## src/rtl/pixel_fetch_responder.sv

```systemverilog
// pixel_fetch_responder: serves single-pixel requests from a frame buffer in memory; optional fetch timeout under FETCH_TIMEOUT_EN
module pixel_fetch_responder #(
  parameter int ROW_NUM = 480,
  parameter int COL_NUM = 640,
  parameter int ADDR_W = 32,
  parameter logic [ADDR_W-1:0] BASE_ADDR = '0,
  parameter int TIMEOUT_CYCLES = 255
) (
  input  logic              clk,
  input  logic              rst,
  input  logic              en,
  input  logic signed [10:0] req_x,
  input  logic signed [10:0] req_y,
  output logic              waitrequest,
  output logic [7:0]        pixel,
  output logic              mem_read,
  output logic [ADDR_W-1:0] mem_address,
  input  logic              mem_waitrequest,
  input  logic              mem_readdatavalid,
  input  logic [7:0]        mem_readdata,
  output logic              fetch_error
);
  typedef enum logic [2:0] {IDLE, LOOKUP, MEM_REQ, MEM_WAIT, PRESENT} state_t;
  state_t state, state_nx;
  logic signed [10:0] x_q, y_q;
  logic [7:0] data_q;
  logic oor, load_mem, timeout, waiting;
  assign oor = req_x < 0 || req_x >= COL_NUM || req_y < 0 || req_y >= ROW_NUM;
  assign waiting = state == MEM_REQ || state == MEM_WAIT;
  assign load_mem = mem_readdatavalid && (state == MEM_WAIT || (state == MEM_REQ && !mem_waitrequest));
  always_ff @(posedge clk or negedge rst)
    if (!rst) state <= IDLE;
    else state <= state_nx;
  always_comb begin
    state_nx = state;
    case (state)
      IDLE:     state_nx = en ? LOOKUP : IDLE;
      LOOKUP:   state_nx = oor ? PRESENT : MEM_REQ;
      MEM_REQ:  state_nx = load_mem || timeout ? PRESENT : !mem_waitrequest ? MEM_WAIT : MEM_REQ;
      MEM_WAIT: state_nx = load_mem || timeout ? PRESENT : MEM_WAIT;
      PRESENT:  state_nx = en ? LOOKUP : IDLE;
      default:  state_nx = IDLE;
    endcase
  end
  always_comb begin
    waitrequest = state != PRESENT;
    mem_read = state == MEM_REQ;
    mem_address = mem_read ? BASE_ADDR + ADDR_W'($unsigned(y_q)) * ADDR_W'(COL_NUM) + ADDR_W'($unsigned(x_q)) : '0;
    pixel = data_q;
  end
  // data_q only changes on the edge into PRESENT, so it doubles as the held pixel
  always_ff @(posedge clk or negedge rst)
    if (!rst) begin
      x_q <= '0;
      y_q <= '0;
      data_q <= '0;
    end else begin
      if (state == LOOKUP) begin
        x_q <= req_x;
        y_q <= req_y;
      end
      if (load_mem) data_q <= mem_readdata;
      else if ((state == LOOKUP && oor) || timeout) data_q <= '0;
    end
`ifdef FETCH_TIMEOUT_EN
  localparam int CW = $clog2(TIMEOUT_CYCLES + 1);
  logic [CW-1:0] cnt;
  logic ferr;
  assign timeout = waiting && cnt == CW'(TIMEOUT_CYCLES);
  assign fetch_error = ferr;
  always_ff @(posedge clk or negedge rst)
    if (!rst) begin
      cnt <= '0;
      ferr <= 1'b0;
    end else begin
      cnt <= state_nx == MEM_REQ && state != MEM_REQ ? '0 : waiting ? cnt + 1'b1 : cnt;
      if (timeout && !load_mem) ferr <= 1'b1;
    end
`else
  // no timeout hardware; the parameter is kept so both builds share one interface
  assign timeout = waiting && TIMEOUT_CYCLES < 0;
  assign fetch_error = 1'b0;
`endif
endmodule
```

## config.mk

```make
export PLATFORM = sky130hd
export DESIGN_NAME = pixel_fetch_responder
export DESIGN_NICKNAME = d
export VERILOG_FILES = /design/src/rtl/pixel_fetch_responder.sv
export SDC_FILE = /design/constraint.sdc
export NUM_CORES = 1
export LEC_CHECK = 0
export ABC_AREA = 1
export CORE_MARGIN = 1
export CORE_UTILIZATION = 51
export CTS_CLUSTER_SIZE = 25
export DETAILED_ROUTE_END_ITERATION = 8
export GPL_TIMING_DRIVEN = 0
export PLACE_DENSITY = 0.86
export SYNTH_ARGS = -nofsm -noshare
export SYNTH_HDL_FRONTEND = slang
export SYNTH_SLANG_ARGS = --single-unit
```

## constraint.sdc

```tcl
create_clock -name clk -period 7.4 [get_ports clk]
set_input_delay 1.11 -clock clk [delete_from_list [all_inputs] [get_ports clk]]
set_output_delay 1.11 -clock clk [all_outputs]
set_load 0.05 [all_outputs]
```

==> reports/results.ini <==
[status]
run_status=finished, final reports clean

[worst_setup_path]
critical_path.top_delay_family=adder cells
worst_ep_required_time_ps=6290
cpMaxStageDelayCell=clkdlybuf4s50_1
crit_path_start_kind=flip-flop
timing_worst_setup_path_type=flip-flop to primary output
crit_buf_inv=1
critical_path_peak_fanout=4
setup.worst_path.end_class=primary output
arrival_ps=3610
critical-path-max-stage-delay_ps=810
crit_path_cells=ha_1, ha_1, fa_1, nand2_1, nor3_1, nor2_1, nor2_2, nand3_2, nor2_1, nand3_1, a21oi_2, clkdlybuf4s50_1

[power]
power.density_nw_per_um2=296
static_power_due_to_leakage_nw=1.79
ir_worst_vdd_mv=0.241
fin_total_pwr_mw=1.01

[detailed_routing]
antenna_violating_nets_post_route=0
detail_route.first_pass.iterations=4
drt_drc_violations_left=0
drt-wirelength-per-cell_um=10.9
drt_wl_total_mm=5.62
vias_per_cell=4.88
dr_total_vias=2523
drt_first_iter_violations=90

[floorplanning]
die_area_sq_um=5310
placementRows=25
vertical_die_dimension_um=72.9
io_pins=78
core-area_sq_um=4790
fp.dieW_um=72.9
initial_standard_cell_utilization_of_the_core_pct=53.5

[sta]
max_freq_ghz=0.212
unrepaired_setup_endpoints_after_global_routing=no
worst_case_setup_margin_in_the_final_layout_ps=2680
finalWorstPathRequiredPeriod_ps=4720
relSlewSlack_pct=52.1
final.period_utilization_pct=63.7
skew_ps=6.25
setup_violation_total_in_the_final_timing_report=0
timing_hold_violations_final=0
hold-worst-slack_ps=479
tightestPinTransition_ps=718
finalMaxSlewViolations=0
tns_ps=0

[clock_tree]
path_clk_slew_ps=70
ctsRootBufferMaster=clkbuf_8
hold_buffers=0
cts.sink_count=33
clock_latency_ps=280
post_cts_setup_buffers=0
cts_htree_levels=2
cts_inserted_buffers=5
clock_tree.buffer_depth=2
tritoncts=yes
cts_resized=0

[placed_design]
placement.io_buffers=65
dp_hpwl_mm=4.60
detailed_place.area_sq_um=3330
gp_congestion=0.861
worst_setup_timing_slack_at_the_placement_stage_ps=3010
place_inst=509

[min_path]
hp-class=flip-flop to flip-flop

[layout]
final_cell_area_sq_um=3410
fin_cells=517
drive_gt1_share_pct=10.7
insertedDiodeCount=0
sequential_cell_area_sq_um=826
fin_nets=508
post_route_utilization_pct=71.3
layout.filler_cells=387
multiInputGateArea_sq_um=1480
area.growth.synth_to_final_pct=33.3

[logic_synthesis]
post_synth_main_area_contributors=dfrtp_1, nand2_1, ha_1
yosys_register_bits=33
synth_top_area_share_pct=32.3
ys.warnings.count=0
synth_cell_type_count=25
synth_sequential_area_ratio_pct=32.3
avgSynthCellArea_sq_um=6.99
synthesis.area_sq_um=2560
syn-instance-count=366
yosys.area.top_type=dfrtp_1

[global_route]
globalRoute.totalOverflow=0
track_usage_pct=23.0
grt_max_degree=34
first_global_vias=2364
grt_first_pass_wirelength_mm=9.65
grt_antenna_before_repair=0

[flow_run]
cap_violations=0

registers in the layout, summed over array words and instances, names as in the netlist:
name / cells
state: 3
x_q: 11
y_q: 11
pixel: 8
placed cells by master (no fill, tap or decap):
cell type and instances:
clkdlybuf4s50_1 64, dfrtp_1 33, a21oi_2 2, nand4_1 6
inv_2 2, a21oi_1 10, inv_1 47, fa_1 2
nor3_1 4, nand3_2 6, nor2_4 1, buf_4 12
ha_1 22, nor3_2 1, buf_2 1, nand2_1 109
o211ai_1 1, conb_1 12, clkbuf_1 6, nor2_2 5
nand2_2 11, clkbuf_8 5, clkinv_2 2, nand3_1 30
clkinv_1 1, o21ai_0 25, nor2_1 27, o21bai_1 2
buf_1 1
cells by family (layout without fill, tap and decap cells):
group	after synthesis	in the layout	synth area share, %
AND/OR/NAND/NOR	200	200	35.1
buffers and inverters	68	141	11.7
AO/OA/AOI/OAI	40	40	8.41
flip-flops	33	33	32.3
adder cells (fa/ha/maj)	24	24	12.3
other	1	12	0.146
synth_stat cells (all sizes together):
master,count
a21oi,12
buf,13
clkbuf,5
clkinv,1
conb,1
dfrtp,33
fa,2
ha,22
inv,49
nand2,120
nand3,36
nand4,6
nor2,33
nor3,5
o211ai,1
o21ai,25
o21bai,2
worst paths after layout:
check	startpoint	to	slack, ps	cells past startpoint
setup reg to reg	state[1]	pixel[6]	5860	6
min in group asynchronous	rst	x_q[4]	880	1
setup / recovery	y_q[1]	mem_address[20]	2680	12
hold reg to reg	x_q[7]	x_q[7]	480	2
hold / removal	x_q[7]	x_q[7]	480	2
max in group asynchronous	rst	pixel[7]	6060	1
layer usage:
layer | wire (um) | vias to the layer above | global-route usage (%)
li1 | - | 1306 | -
met1 | 2450 | 1126 | 28.1
met2 | 2760 | 84 | 40.8
met3 | 362 | 7 | 4.70
met4 | 52 | 0 | 6.75
met5 | 0 | - | 0
final cells by class:
class / instances / area share (%)
clock buffers: 6 / 2.13
repair buffers: 65 / 18.9
inverters: 50 / 5.50
clock inverters: 2 / 0.293
multi-input cells: 276 / 43.2
plain buffers: 18 / 3.30
well taps: 67 / 2.46
flip-flops and latches: 33 / 24.2
power breakdown:
part,total [mW],internal [mW],leakage [nW],switching [mW]
combinational,0.630,0.222,1.32,0.408
sequential,0.251,0.221,0.421,0.0308
clock,0.128,0.0651,0.0450,0.0627
total,1.01,0.508,1.79,0.501
worst register-to-register path, delay by kind of cell, from the launching register on:
kind	cells	cell delay [ps]
AO/OA/AOI/OAI	1	80
buffers and inverters	2	350
flip-flops	1	370
AND/OR/NAND/NOR	3	620
Power figures use the tool's default switching activity.
